==> src/rtl/mem_port_arbiter_pkg.sv <==
// Shared types for the IF/MEM memory port arbiter: FSM state encoding,
// grant encoding and the round-robin pick between the two pipeline sides.
package mem_port_arbiter_pkg;

   typedef enum logic [2:0] {
      IDLE,
      D_ACCESS,
      I_ACCESS,
      D_DONE,
      I_DONE
   } arb_state_t;

   localparam logic GNT_I = 1'b0;
   localparam logic GNT_D = 1'b1;

   // With both sides eligible the side that was not served last wins.
   function automatic logic pick_d(input logic i_ok, input logic d_ok, input logic last_grant);
      return d_ok & (~i_ok | (last_grant == GNT_I));
   endfunction

endpackage

==> src/rtl/mem_port_arbiter.sv <==
// Single-port memory shared by the IF (read-only) and MEM (read/write) stages, with a
// registered request/ack handshake, per-side stall generation and an access watchdog.
module mem_port_arbiter
   import mem_port_arbiter_pkg::*;
#(
   parameter int unsigned ADDR_W  = 32,
   parameter int unsigned DATA_W  = 32,
   parameter int unsigned TIMEOUT = 255
) (
   input  logic                clk_i,
   input  logic                rst_ni,
   // IF side
   input  logic                i_req_i,
   input  logic [ADDR_W-1:0]   i_addr_i,
   input  logic                i_kill_i,
   output logic [DATA_W-1:0]   i_rdata_o,
   output logic                i_busywait_o,
   // MEM side
   input  logic                d_req_i,
   input  logic                d_we_i,
   input  logic [DATA_W/8-1:0] d_be_i,
   input  logic [ADDR_W-1:0]   d_addr_i,
   input  logic [DATA_W-1:0]   d_wdata_i,
   output logic [DATA_W-1:0]   d_rdata_o,
   output logic                d_busywait_o,
   output logic                d_err_o,
   // Memory
   output logic                mem_req_o,
   output logic                mem_we_o,
   output logic [DATA_W/8-1:0] mem_be_o,
   output logic [ADDR_W-1:0]   mem_addr_o,
   output logic [DATA_W-1:0]   mem_wdata_o,
   input  logic [DATA_W-1:0]   mem_rdata_i,
   input  logic                mem_ack_i
);

   localparam int unsigned BE_W   = DATA_W / 8;
   localparam int unsigned WDOG_W = $clog2(TIMEOUT) + 1;
   localparam logic [WDOG_W-1:0] WDOG_LAST = WDOG_W'(TIMEOUT - 1);
   localparam logic [WDOG_W-1:0] WDOG_ONE  = WDOG_W'(1);

   arb_state_t          state_q;
   logic                last_grant_q;
   logic [WDOG_W-1:0]   wdog_q;
   logic                kill_q;
   logic [DATA_W-1:0]   i_rdata_q;
   logic [DATA_W-1:0]   d_rdata_q;
   logic                d_err_q;
   logic                mem_req_q;
   logic                mem_we_q;
   logic [BE_W-1:0]     mem_be_q;
   logic [ADDR_W-1:0]   mem_addr_q;
   logic [DATA_W-1:0]   mem_wdata_q;

   logic can_i;
   logic can_d;
   logic grant_i;
   logic grant_d;
   logic wdog_expired;
   logic access_end;
   logic fetch_killed;

   // A DONE state may hand the port straight to the other side, never to itself,
   // so the side that just finished cannot be issued twice.
   always_comb begin
      can_i = 1'b0;
      can_d = 1'b0;
      case (state_q)
         IDLE: begin
            can_i = i_req_i & ~i_kill_i;
            can_d = d_req_i;
         end
         D_DONE:  can_i = i_req_i & ~i_kill_i;
         I_DONE:  can_d = d_req_i;
         default: ;
      endcase
      grant_d      = pick_d(can_i, can_d, last_grant_q);
      grant_i      = can_i & ~grant_d;
      wdog_expired = (wdog_q == WDOG_LAST);
      access_end   = mem_ack_i | wdog_expired;
      fetch_killed = kill_q | i_kill_i;
   end

   always_ff @(posedge clk_i or negedge rst_ni) begin
      if (!rst_ni) begin
         state_q      <= IDLE;
         last_grant_q <= GNT_I;
         wdog_q       <= '0;
         kill_q       <= 1'b0;
         i_rdata_q    <= '0;
         d_rdata_q    <= '0;
         d_err_q      <= 1'b0;
         mem_req_q    <= 1'b0;
         mem_we_q     <= 1'b0;
         mem_be_q     <= '0;
         mem_addr_q   <= '0;
         mem_wdata_q  <= '0;
      end else begin
         d_err_q <= 1'b0;
         case (state_q)
            IDLE, D_DONE, I_DONE: begin
               state_q <= IDLE;
               if (grant_d) begin
                  state_q      <= D_ACCESS;
                  mem_req_q    <= 1'b1;
                  mem_we_q     <= d_we_i;
                  mem_be_q     <= d_be_i;
                  mem_addr_q   <= d_addr_i;
                  mem_wdata_q  <= d_wdata_i;
                  last_grant_q <= GNT_D;
                  wdog_q       <= '0;
               end else if (grant_i) begin
                  state_q      <= I_ACCESS;
                  mem_req_q    <= 1'b1;
                  mem_we_q     <= 1'b0;
                  mem_be_q     <= '1;
                  mem_addr_q   <= i_addr_i;
                  mem_wdata_q  <= '0;
                  last_grant_q <= GNT_I;
                  wdog_q       <= '0;
                  kill_q       <= 1'b0;
               end
            end
            D_ACCESS: begin
               if (access_end) begin
                  mem_req_q <= 1'b0;
                  state_q   <= D_DONE;
                  d_rdata_q <= mem_ack_i ? mem_rdata_i : '0;
                  d_err_q   <= ~mem_ack_i;
               end else begin
                  wdog_q <= wdog_q + WDOG_ONE;
               end
            end
            I_ACCESS: begin
               if (i_kill_i) begin
                  kill_q <= 1'b1;
               end
               if (access_end) begin
                  mem_req_q <= 1'b0;
                  // A flushed fetch still finishes on the bus but never reaches IF.
                  if (fetch_killed) begin
                     state_q <= IDLE;
                  end else begin
                     state_q   <= I_DONE;
                     i_rdata_q <= mem_ack_i ? mem_rdata_i : '0;
                  end
               end else begin
                  wdog_q <= wdog_q + WDOG_ONE;
               end
            end
            default: state_q <= IDLE;
         endcase
      end
   end

   // Gated by reset so neither pipeline stage sees a stall while the arbiter is held.
   assign i_busywait_o = rst_ni & i_req_i & (state_q != I_DONE);
   assign d_busywait_o = rst_ni & d_req_i & (state_q != D_DONE);

   assign i_rdata_o   = i_rdata_q;
   assign d_rdata_o   = d_rdata_q;
   assign d_err_o     = d_err_q;
   assign mem_req_o   = mem_req_q;
   assign mem_we_o    = mem_we_q;
   assign mem_be_o    = mem_be_q;
   assign mem_addr_o  = mem_addr_q;
   assign mem_wdata_o = mem_wdata_q;

endmodule

==> config.mk <==
export PLATFORM = sky130hd
export DESIGN_NAME = mem_port_arbiter
export DESIGN_NICKNAME = d
export VERILOG_FILES = /design/src/rtl/mem_port_arbiter_pkg.sv /design/src/rtl/mem_port_arbiter.sv
export SDC_FILE = /design/constraint.sdc
export NUM_CORES = 1
export LEC_CHECK = 0
export BUFFER_PORTS_ARGS = -buffer_cell sky130_fd_sc_hd__buf_2
export CAP_MARGIN = 20
export CORE_UTILIZATION = 40
export DETAILED_ROUTE_END_ITERATION = 8
export PLACE_DENSITY_LB_ADDON = 0.25
export SLEW_MARGIN = 20
export SYNTH_ARGS = -nofsm -noshare
export SYNTH_HDL_FRONTEND = slang
export SYNTH_SLANG_ARGS = --single-unit
==> constraint.sdc <==
create_clock -name clk_i -period 2.5 [get_ports clk_i]
set_clock_uncertainty 0.05 [all_clocks]
set_input_delay 0.5 -clock clk_i [delete_from_list [all_inputs] [get_ports clk_i]]
set_output_delay 0.5 -clock clk_i [all_outputs]
set_load 0.05 [all_outputs]
# Word level (Yosys, flattened, before mapping)
# Index checks and enable logic that the tools add are counted.
# totals
register_bits,149
input_bits,139
word_cells,90
# op_classes
addsub,1
n_eq_ne,15
mux,31
bitwise,16
reduce_logical,15
# ops
op,count
two-way mux 32 bit,5
two-way mux 9 bit,3
one-hot mux 9 bit (2 select lines),1
two-way mux 1 bit,12
"!= test 2 bit, second input constant",6
"adder 9 x 1 -> 9 bit, second input constant",1
"== test 9 x 8 -> 1 bit, second input constant",1
two-way mux 3 bit,3
one-hot mux 3 bit (3 select lines),1
AND reduction 3 bit,3
two-way mux 4 bit,2
AND 1 bit,7
"== test 3 x 2 -> 1 bit, second input constant",2
"!= test 3 bit, second input constant",2
NOT 1 bit,6
AND reduction 2 bit,3
nonzero test 2 bit,3
OR reduction 2 bit,3
two-way mux 2 bit,2
one-hot mux 1 bit (2 select lines),2
AND reduction 4 bit,1
"== test 3 x 1 -> 1 bit, second input constant",1
"== test 3 bit, second input constant",1
logical NOT 3 bit,1
other kinds (4),6

# Logic depth before layout (Yosys ltp)
# Gate-level depths: netlist (run 1).
# logic_depth
word_depth,11
depth_mapped,7

# Worst setup path before layout (run 1)
# OpenSTA, ideal clock, no wires.
# synth_path
kind,register to output
start,register state_q[0]
end,output i_busywait_o
t_arrival_ns,1.364
setup_slack_ns,0.586
path_stages_with_launch,4
cell_sequence,dfrtp_1 -> buf_2 -> nor2_1 -> a21oi_1
# synth_between
elab_chain_cells,2
# synth_rtl
item,line,rtl
start: declaration,mem_port_arbiter.sv:42,arb_state_t state_q;
start signal: assignment,mem_port_arbiter.sv:86,state_q <= IDLE;
start signal: assignment,mem_port_arbiter.sv:102,state_q <= IDLE;
start signal: assignment,mem_port_arbiter.sv:104,state_q <= D_ACCESS;
!= test 3 bit,mem_port_arbiter.sv:157,assign i_busywait_o = rst_ni & i_req_i & (state_q != I_DONE);
AND 1 bit,mem_port_arbiter.sv:157,
end: declaration,mem_port_arbiter.sv:17,"output logic i_busywait_o,"
# Every way passes these cells.

# Worst setup path after layout (run 1)
# Ends and elaborated chain as after synthesis.

==> results of run 1 <==
==> worst min path at each step <==
stage | from | to | slack, ps | cells past startpoint
finish | rst_ni | kill_q | 150 | 2
global route | rst_ni | kill_q | 200 | 2
CTS | rst_ni | mem_wdata_o[18] | 150 | 2
detailed placement | d_rdata_o[14] | d_rdata_o[14] | 430 | 1
global placement | d_rdata_o[12] | d_rdata_o[12] | 420 | 1
floorplan | rst_ni | d_err_o | 150 | 0
==> cell type report <==
class	count	share of cell area
tap	184	0.02784
inverter	8	0.003631
clock buffer	18	0.05189
clock inverter	13	0.01800
sequential	149	0.4508
multi-input combinational	279	0.2646
timing repair buffer	291	0.1832
==> registers in the layout (all words and copies together), names as in the netlist <==
register,flops
d_err_o,1
wdog_q,9
mem_req_o,1
mem_be_o,4
state_q,3
i_rdata_o,32
mem_we_o,1
kill_q,1
mem_addr_o,32
d_rdata_o,32
mem_wdata_o,32
last_grant_q,1
==> worst register-to-register path: stages (launching register included) <==
cell,delay [ps]
sky130_fd_sc_hd__dfrtp_1,430
sky130_fd_sc_hd__inv_1,90
sky130_fd_sc_hd__ha_1,140
sky130_fd_sc_hd__nand4b_1,200
sky130_fd_sc_hd__o21bai_2,350
sky130_fd_sc_hd__nand2_1,120
sky130_fd_sc_hd__buf_4,230
sky130_fd_sc_hd__a32o_1,240
==> power by group <==
part	internal, mW	switching (mW)	total, mW
Clock	1.48	1.02	2.50
Sequential	3.49	0.638	4.13
Combinational	1.90	5.39	7.29
==> kinds of logic after synthesis <==
kind of cell,Yosys count
XOR/XNOR,1
adder cells (fa/ha/maj),2
flip-flops,149
buffers and inverters,52
AO/OA/AOI/OAI,169
multiplexers,33
AND/OR/NAND/NOR,74
==> layout by cell type, fill, tap and decap left out, types with 2 or more instances in the layout <==
| cell | synthesis | routed |
|---|---|---|
| sky130_fd_sc_hd__buf_2 | 14 | 274 |
| sky130_fd_sc_hd__nand3b_1 | 2 | 2 |
| sky130_fd_sc_hd__nand4b_1 | 2 | 2 |
| sky130_fd_sc_hd__buf_4 | 1 | 15 |
| sky130_fd_sc_hd__nand3_1 | 41 | 41 |
| sky130_fd_sc_hd__bufinv_16 | 0 | 2 |
| sky130_fd_sc_hd__a32o_1 | 64 | 64 |
| sky130_fd_sc_hd__a31oi_1 | 4 | 4 |
| sky130_fd_sc_hd__a22o_1 | 34 | 34 |
| sky130_fd_sc_hd__nand2b_1 | 4 | 4 |
| sky130_fd_sc_hd__ha_1 | 2 | 2 |
| sky130_fd_sc_hd__a21oi_1 | 6 | 5 |
| sky130_fd_sc_hd__o211ai_1 | 2 | 2 |
| sky130_fd_sc_hd__a22oi_1 | 2 | 2 |
| sky130_fd_sc_hd__o22a_1 | 4 | 4 |
| sky130_fd_sc_hd__nor2_1 | 5 | 4 |
| sky130_fd_sc_hd__o21ai_1 | 13 | 13 |
| sky130_fd_sc_hd__inv_6 | 0 | 5 |
| sky130_fd_sc_hd__nand2_1 | 9 | 9 |
| sky130_fd_sc_hd__a21o_1 | 3 | 3 |
| sky130_fd_sc_hd__o21ai_0 | 26 | 26 |
| sky130_fd_sc_hd__mux2i_1 | 33 | 33 |
| sky130_fd_sc_hd__clkinv_4 | 0 | 2 |
| sky130_fd_sc_hd__clkinvlp_4 | 0 | 3 |
| sky130_fd_sc_hd__dfrtp_1 | 149 | 149 |
| sky130_fd_sc_hd__clkbuf_16 | 0 | 17 |
| sky130_fd_sc_hd__inv_1 | 8 | 8 |
==> stage by stage <==
stage	hold slack, ps	std cells	util	power, mW	cell area, um^2
floorplan	154.4	480	-	9.627	6147
global placement	422.0	911	0.5214	11.32	7692
detailed placement	425.5	911	0.5214	11.47	7692
CTS	150.2	942	0.5606	14.01	8270
global route	198.6	942	0.5606	14.56	8270
finish	145.6	942	0.5606	13.91	8270
==> per-layer routing <==
layer	global-route usage	wire (um)	up-vias
met4	0.09213	321	0
met5	0	0	-
met2	0.3750	8919	181
met1	0.2673	7103	2626
met3	0.04800	847	21
li1	-	-	2397
==> results, run 1 <==
- After clock tree synthesis, the setup repair step added 0 buffers.
- The library cell with the largest summed area after synthesis is sky130_fd_sc_hd__dfrtp_1.
- The number of buffers inserted during clock tree synthesis is 17.
- The sequential element share of the synthesized area is 0.6066.
- TritonCTS built the clock tree.
- By area, the combinational part of the netlist is dominated by compound AO/OA/AOI/OAI gates.
- The total nets after synthesis is between 600 and 700.
- The clock latency reported for the late side of the worst-skew pair is a little over 400 ps.
- The flop and latch count out of synthesis is 149.
- The startpoint of the worst-slack reg-to-reg timing path is wdog_q[0].
- In this run the power density over the cells is between 1500 and 2000 nW/um^2.
- The worst setup slack after placement is roughly 470 ps.
- The number of cells on the worst reg-to-reg path is 7.
- For this block, the routed nets add up to ~17000 um of wire.
- The post-CTS resize count is 0.
- For this run the aggregate overflow at the end of global routing stands at 0.
- The first global-routing pass estimated approximately 27000 um of wire.
- CTS placed an instance of sky130_fd_sc_hd__clkbuf_16 at the clock tree root.
- The per-instance average area after synthesis is about 13 um^2.
- The full die area is ~16000 um^2.
- The fraction of synthesized cell area in xor and xnor cells is 0.001425.
- The H-tree was split into 4 levels.
- Entering global routing, the biggest net connects ~70 pins.
- The run finished with clean final reports.
- The number of violations reported at the end of detailed-routing iteration 0 is between 300 and 400.
- The via count of the first global-routing pass is 5199.
- At the end of routability-driven placement, the weighted congestion stood at ~0.83.
- The detailed placement HPWL is around 12000 um.
- In this run the vertical extent of the chip is ~130 um.
- Broken down by cell family, the worst path's largest delay share belongs to flip-flops.
- After filler insertion, the fill cell instance count of the layout stands at around 1300.
- In the synthesized netlist, the cells that appear most often are sky130_fd_sc_hd__dfrtp_1 (149), sky130_fd_sc_hd__a32o_1 (64), sky130_fd_sc_hd__nand3_1 (41).
- The peak fanout along the critical path is 8.
- The final cycle utilization of the critical path is 0.8929.
- The via density per instance is roughly 5.5.
- The worst IR drop on VDD is around 0.87 mV.
- Relative to the synthesized area, the layout overhead comes to 34.54%.
- The number of cell rows is 44.
- The count of flip-flops with a built-in enable after synthesis is 0.
- The count of buffers added on input and output ports is ~280.
- The number of endpoints with negative hold slack in the final report came to 0.
- The peak per-stage delay on the critical path is 470 ps.
- The worst pin sits at a relative slew slack of 0.4739.
- For the worst setup path, the data required time is 1950 ps.
- The most critical setup path has its endpoint at i_busywait_o.
- After detailed routing, the number of remaining DRC violations is 0.
- The clock passes through at most 2 buffers.
- For this configuration, the core starts out at a cell density of 0.4166.
- The adder-cell share of the synthesized area is 0.004071.
- The number of buffers and inverters on the critical path is 1.
- The analysis attributes to cell leakage a power of ~4.3 nW.
- Setup repair after global routing left no endpoint under its margin.
- Of the total synthesized cell area, the portion taken by AND, OR, NAND and NOR gates is 0.06941.
- By instance count, the leading cell after synthesis is sky130_fd_sc_hd__dfrtp_1.
- The number of logic stages on the critical path including buffering is 3.
- The routed design could run at a clock period as short as 2232 ps.
- The number of max-slew violations in the final report is 0.
- For this run, the total global-route usage over all layers was measured as 0.2190.
- At the pin with the least slew margin, the transition time is approximately 790 ps.
- Data arrives at the worst endpoint at 1680 ps.
- The most critical setup path has its startpoint at state_q[0].
- The number of distinct library cells after synthesis is 47.
- The setup total negative slack is 0 ps.
- The number of max-cap violations is 0.
- Synthesis produced a netlist whose cell count is 480.
- The area of the core is 14750 um^2.
- The share of the synthesized area in the top cell type is 0.6066.
- The clock-pin slew on the worst setup and hold paths is around 60 ps.
- The worst-path cell with the longest stage delay is sky130_fd_sc_hd__dfrtp_1.
- After synthesis, the share of flip-flops with an asynchronous set or reset is 1.000.
- The routed layout has 5225 vias.
- The number of top-level design ports is roughly 280.
- The count of synthesis-stage warnings from yosys is 0.
- The setup slack on the worst flop-to-flop path is roughly 530 ps.
- The antenna diode count is 0.
- Measured against the total synthesized area, the mux share comes to 0.05373.
- The capture point of the worst reg-to-reg path is d_rdata_o[9].
- The per-cell routed wire length is ~18 um.
- In the final layout, flip-flops and latches occupy between 3000 and 4000 um^2.
- By area the synthesized netlist is led by sky130_fd_sc_hd__dfrtp_1 (61%), sky130_fd_sc_hd__a32o_1 (10%), sky130_fd_sc_hd__mux2i_1 (5.4%).
- The count of antenna-violating nets left after detailed routing is 0.
- The multi-input gate area in the final layout is between 2000 and 2500 um^2.
- The number of antenna violations at the first check in global routing is 0.
- The most used flip-flop cell after synthesis is sky130_fd_sc_hd__dfrtp_1.
- The critical path in this run is classified as reg -> out.
- The horizontal extent of the die is 126.0 um.
- The maximum clock rate is roughly 0.45 GHz.
- The critical path goes through nor2_1 -> a21oi_1 -> buf_2.
- The clock drives 149 sinks.
- The netlist area before placement is between 6000 and 7000 um^2.
- The tightest min-delay check is of the in -> async type.
- The fraction of the mapped netlist area in compound gates is 0.2235.
- The type of origin of the critical path is a register.
- In the final layout, the share of cells above drive strength 1 is 0.4367.
- The minimum setup slack in the final design is 267.8 ps.
- For this run, the detailed router's first-pass iteration total came to 4.
- Setup violations remaining at the end of the flow were counted as 0.
- At the end of the flow, the number of nets in the layout was roughly 890.
- The worst setup path is captured at a primary output.
- Buffers inserted to repair hold after CTS numbered 0.
Power figures use the tool's default switching activity.
==> inputs of run 2 (changes only) <==
- CTS_BUF_LIST: not set -> sky130_fd_sc_hd__clkbuf_8
==> results, run 2 (synthesized netlist as in run 1, its figures left out) <==
- The category of the worst setup path capture point is a primary output.
- The wire length of the first global-routing pass is 27090 um (+0.13%).
- The worst setup path is launched from a register.
- The setup total negative slack came to 0 ps (unchanged).
- The required time at the worst-slack endpoint is 1950 ps (about the same).
- The area of the core came to 14750 um^2 (unchanged).
- The worst relative slew slack is 0.4662 (-0.007739).
- The number of remaining DRC errors is 0 (unchanged).
- The number of top-level design ports was 276 (unchanged).
- The per-cell routed wire length was 18.09 um (-0.85%).
- The number of endpoints with negative hold slack in the final report is 0 (unchanged).
- The count of port buffers added during placement is 275 (unchanged).
- The number of antenna violations at the first check in global routing is 0 (unchanged).
- The initial standard-cell utilization of the core came to 0.4166 (unchanged).
- The library cell used most frequently in the layout, excluding fill and tap cells, is sky130_fd_sc_hd__buf_2.
- The number of max-slew violations in the final report is 0 (unchanged).
- The number of buffers added for setup after CTS is 0 (unchanged).
- The wire length after detailed routing is 17050 um (-0.85%).
- The number of buffers inserted during clock tree synthesis is 17 (unchanged).
- The cell family contributing the most delay on the critical path is flip-flops.
- The H-tree depth is 4 (unchanged).
- The number of buffers and inverters on the critical path is 1 (unchanged).
- The placer's final routability congestion estimate is 0.8255 (unchanged).
- The leakage power summed over all cells is 4.212 nW (-1.9%).
- The antenna diode count is 0 (unchanged).
- The share of cells above drive strength 1 is 0.4367 (unchanged).
- The total via count after detailed routing was 5213 (-0.23%).
- The count of antenna-violating nets left after detailed routing is 0 (unchanged).
- The count of nets after finishing is 887 (unchanged).
- The number of max-cap violations was 0 (unchanged).
- The pin count of the biggest net entering global routing is 68 (unchanged).
- The global-route usage over all layers is 0.2187 (-0.0003523).
- The area growth from synthesis to layout is 31.43%.
- The number of sinks driven by the clock tree was 149 (unchanged).
- The root buffer cell is sky130_fd_sc_hd__clkbuf_8.
- The full die area is 15870 um^2 (unchanged).
- The clock latency reported for the late side of the worst-skew pair was 440 ps (+30 ps).
- The number of cell rows is 44 (unchanged).
- The horizontal extent of the die is 126.0 um (unchanged).
- The number of violations reported at the end of detailed-routing iteration 0 came to 265 (-25%).
- The flow ran to the end, and the final reports show no timing, DRC or antenna violations.
- The count of hold buffers inserted by post-cts repair came to 0 (unchanged).
- The final cycle utilization of the critical path came to 0.9038 (+0.01091).
- TritonCTS built the clock tree.
- The sequential cell area is 3729 um^2 (unchanged).
- Walking the worst path, the cells encountered are nor2_1 -> a21oi_1 -> buf_2.
- The die span in y is 126.0 um (unchanged).
- The clock-pin slew on the worst setup and hold paths came to 80 ps (+20 ps).
- The maximum clock rate is 0.4426 GHz (-1.2%).
- The worst IR drop on VDD came to 0.9627 mV (+11%).
- The final count of negative-setup-slack endpoints came to 0 (unchanged).
- Leaving out fill and tap cells, the most frequent cells in the layout are sky130_fd_sc_hd__buf_2 (274), sky130_fd_sc_hd__dfrtp_1 (149), sky130_fd_sc_hd__a32o_1 (64), sky130_fd_sc_hd__nand3_1 (41), sky130_fd_sc_hd__a22o_1 (34).
- The count of TritonRoute iterations in the first routing pass is 4 (unchanged).
- The arrival time of the worst setup path is 1710 ps (+30 ps).
- The peak fanout along the critical path was 8 (unchanged).
- In this run the worst hold path is classified as in -> async.
- The final global-route overflow total was 0 (unchanged).
- The multi-input gate area in the final layout came to 2188 um^2 (unchanged).
- The power density normalized to cell area is 1635 nW/um^2 (-2.8%).
- The filler cell count in the final layout is 1320 (+1.5%).
- The via count of the first global-routing pass is 5216 (+0.33%).
- The post-route minimum period is 2259 ps (+27.28 ps).
- The peak per-stage delay on the critical path came to 470 ps (about the same).
- Setup repair after global routing left no endpoint under its margin.
- The via density per instance is 5.534 (-0.23%).
- The worst setup path is of the reg -> out kind.
- The worst-path cell with the longest stage delay is sky130_fd_sc_hd__dfrtp_1.
- The share of the core filled with cells is 0.5476 (-0.01297).
- The detailed placement HPWL was 11950 um (unchanged).
- The worst-margin pin slew came to 800.7 ps (+11.61 ps).
- The maximum clock insertion buffer count came to 2 (unchanged).
- The post-CTS resize count is 0 (unchanged).
-- run 2: stage by stage --
step	total power [mW]	worst slack, ps	hold slack (ps)	instances	area (um^2)
2_1_floorplan	9.627	586.0	154.4	480	6147
3_5_place_dp	11.47	473.8	425.5	911	7692
3_3_place_gp	11.32	519.6	422.0	911	7692
4_1_cts	13.31	184.0	104.8	942	8079
6_report	13.21	240.5	118.4	942	8079
5_1_grt	13.89	76.17	137.1	942	8079
-- run 2: final timing paths --
check / startpoint / to / slack (ps) / cells past startpoint
setup reg to reg: wdog_q[0] / d_rdata_o[18] / 530 / 7
max in group asynchronous: rst_ni / d_rdata_o[22] / 1660 / 2
min in group clk_i: d_wdata_i[1] / mem_wdata_o[1] / 210 / 2
hold reg to reg: d_rdata_o[14] / d_rdata_o[14] / 440 / 1
setup / recovery: state_q[0] / i_busywait_o / 240 / 3
hold / removal: rst_ni / mem_wdata_o[22] / 120 / 2
-- run 2: area by class of cell --
class,instances,area share
clock buffers,17,0.02896
inverters,8,0.003717
multi-input cells,279,0.2709
well taps,184,0.02850
flip-flops and latches,149,0.4615
clock inverters,14,0.01889
repair buffers,291,0.1875
-- run 2: per-layer routing --
layer / track usage / part of all wire / vias to the layer above
met3: 0.05862 / 0.058 / 29
met5: 0 / 0 / -
met2: 0.3698 / 0.51 / 204
met1: 0.2663 / 0.40 / 2587
met4: 0.08575 / 0.025 / 0
li1: - / - / 2393
-- run 2: where the power goes --
group | internal (mW) | switching [mW] | leakage, nW
registers | 3.48 | 0.635 | 1.87
logic | 1.90 | 5.38 | 2.15
clock network | 0.893 | 0.922 | 0.191
total | 6.27 | 6.94 | 4.21
==> inputs of run 3 (changes only) <==
- MAX_ROUTING_LAYER: not set -> met4
- clock period: 2.5 -> 2.4 ns (I/O delays scaled with it)
==> results, run 3 (synthesized netlist as in run 1, its figures left out) <==
- The count of TritonRoute iterations in the first routing pass came to 5 (+1).
- The power density normalized to cell area is 1689 nW/um^2 (+3.3%).
- The placer's final routability congestion estimate came to 0.8682 (+5.2%).
- The final global-route overflow total is 0 (unchanged).
- The number of buffers added for setup after CTS was 0 (unchanged).
- The setup slack on the worst flop-to-flop path is 380 ps (-150 ps).
- The final cycle utilization of the critical path is 0.9326.
- The type of origin of the critical path is a register.
- The setup total negative slack was 0 ps (unchanged).
- The H-tree depth was 4 (unchanged).
- Broken down by cell family, the worst path's largest delay share belongs to flip-flops.
- On the critical path, the stage with the largest delay is an instance of sky130_fd_sc_hd__dfrtp_1.
- The total via count after detailed routing is 5250 (+0.71%).
- The maximum clock rate is roughly 0.45 GHz.
- The horizontal extent of the die came to 126.0 um (unchanged).
- The worst relative slew slack is 0.5666 (+0.1004).
- The peak per-stage delay on the critical path was 470 ps (about the same).
- The wire length of the first global-routing pass was 27540 um (+1.7%).
- The number of antenna violations at the first check in global routing came to 1 (+1).
- The share of cells above drive strength 1 is 0.4354 (-0.001319).
- The detailed placement HPWL is 11700 um (-2.1%).
- The count of antenna-violating nets left after detailed routing is 0 (unchanged).
- The worst IR drop on VDD is 0.9723 mV (+1.0%).
- The number of endpoints with negative hold slack in the final report was 0 (unchanged).
- The flow ran to the end, and the final reports show no timing, DRC or antenna violations.
- The number of max-slew violations in the final report is 0 (unchanged).
- The leakage power summed over all cells is 4.193 nW (-0.44%).
- The worst min-delay path category is in -> async.
- The signal on the critical path passes through nor2_1 -> a21oi_1 -> buf_2.
- The CTS tree is built.
- The number of top-level design ports came to 276 (unchanged).
- The global-route usage over all layers is 0.2274 (+0.008680).
- The final count of negative-setup-slack endpoints is 0 (unchanged).
- The arrival time of the worst setup path is 1710 ps (about the same).
- The via count of the first global-routing pass is 5391 (+3.4%).
- The peak fanout along the critical path is 8 (unchanged).
- The count of port buffers added during placement came to 275 (unchanged).
- The number of max-cap violations is 0 (unchanged).
- The critical path is of the reg -> out type.
- STA classifies the critical path endpoint as a primary output.
- The number of buffers inserted during clock tree synthesis is 17 (unchanged).
- The worst-margin pin slew was 650.1 ps (-150.6 ps).
- The post-CTS resize count is 0 (unchanged).
- The required time at the worst-slack endpoint is 1870 ps (-80 ps).
- The number of violations reported at the end of detailed-routing iteration 0 came to 338 (+28%).
- The full die area is 15870 um^2 (unchanged).
- The initial standard-cell utilization of the core is 0.4166 (unchanged).
- Relative to the synthesized area, the layout overhead comes to 31.20%.
- The clock-pin slew on the worst setup and hold paths is 80 ps (about the same).
- The area of the core came to 14750 um^2 (unchanged).
- The count of nets after finishing is 886 (-0.11%).
- The number of remaining DRC errors is 0 (unchanged).
- The share of the core filled with cells is 0.5466 (-0.0009330).
- The clock latency reported for the late side of the worst-skew pair was 440 ps (about the same).
- The post-route minimum period is between 2000 and 2500 ps.
- The maximum clock insertion buffer count is 2 (unchanged).
- In the layout the commonest cells are sky130_fd_sc_hd__buf_2 (274), sky130_fd_sc_hd__dfrtp_1 (149), sky130_fd_sc_hd__a32o_1 (64), sky130_fd_sc_hd__nand3_1 (41), sky130_fd_sc_hd__a22o_1 (34).
- The sequential cell area is 3729 um^2 (unchanged).
- The via density per instance is 5.567 (+0.60%).
- The wire length after detailed routing was 16870 um (-1.0%).
- The die span in y is 126.0 um (unchanged).
- The number of buffers and inverters on the critical path is 1 (unchanged).
- The multi-input gate area in the final layout was 2188 um^2 (unchanged).
- The root buffer cell is sky130_fd_sc_hd__clkbuf_8.
- The pin count of the biggest net entering global routing came to 106 (+56%).
- The per-cell routed wire length is 17.89 um (-1.1%).
- The number of sinks driven by the clock tree is 149 (unchanged).
- The most frequent standard cell in the layout excluding fill and tap cells is sky130_fd_sc_hd__buf_2.
- Setup repair after global routing left no endpoint under its margin.
- The count of hold buffers inserted by post-cts repair came to 0 (unchanged).
- The number of cell rows came to 44 (unchanged).
- The filler cell count in the final layout is 1285 (-2.7%).
run 3: changes by cell type in the layout (fill, tap and decap cells not counted), sizes merged:
cell      previous run  this run
clkinvlp             3         6
bufinv               2         0
clkinv               3         1
buf                291       290
clkbuf              17        18
diode                0         1
inv                 14        15
run 3: path summary, 6_finish.rpt:
kind,start,endpoint,depth (start not counted)
max reg2reg,wdog_q[0],d_rdata_o[31],7
min,rst_ni,d_rdata_o[1],2
max,state_q[0],i_busywait_o,3
min in group clk_i,d_wdata_i[9],mem_wdata_o[9],2
max in group asynchronous,rst_ni,mem_addr_o[10],2
min reg2reg,d_rdata_o[5],d_rdata_o[5],1
run 3: area by class of cell:
type                       count  area share
multi-input combinational    279      0.2713
inverter                       8    0.003723
sequential                   149      0.4623
clock inverter                14     0.01303
timing repair buffer         290      0.1900
clock buffer                  18     0.03072
tap                          184     0.02854
antenna                        1   0.0003103
run 3: routing by layer:
metal  GRT usage  wire length, um
met5           -                0
met3     0.05820             1072
met1      0.2677             6692
met4     0.09851              446
met2      0.3692             8659
run 3: power by group:
part | switching, mW | total [mW] | internal, mW
sequential | 0.638 | 4.26 | 3.63
combinational | 5.62 | 7.62 | 2.00
clock | 0.987 | 1.74 | 0.750
run 3: per-stage QoR:
stage	setup slack [ps]	instances	area, um^2	power (mW)	hold WS (ps)
after floorplan	506.0	480	6147	10.03	134.4
after global placement	452.7	910	7710	11.81	418.9
after detailed placement	404.0	910	7710	11.97	425.8
after CTS	111.4	942	8063	13.73	67.36
after global routing	20.59	943	8065	14.35	80.39
final	161.7	943	8065	13.62	52.75
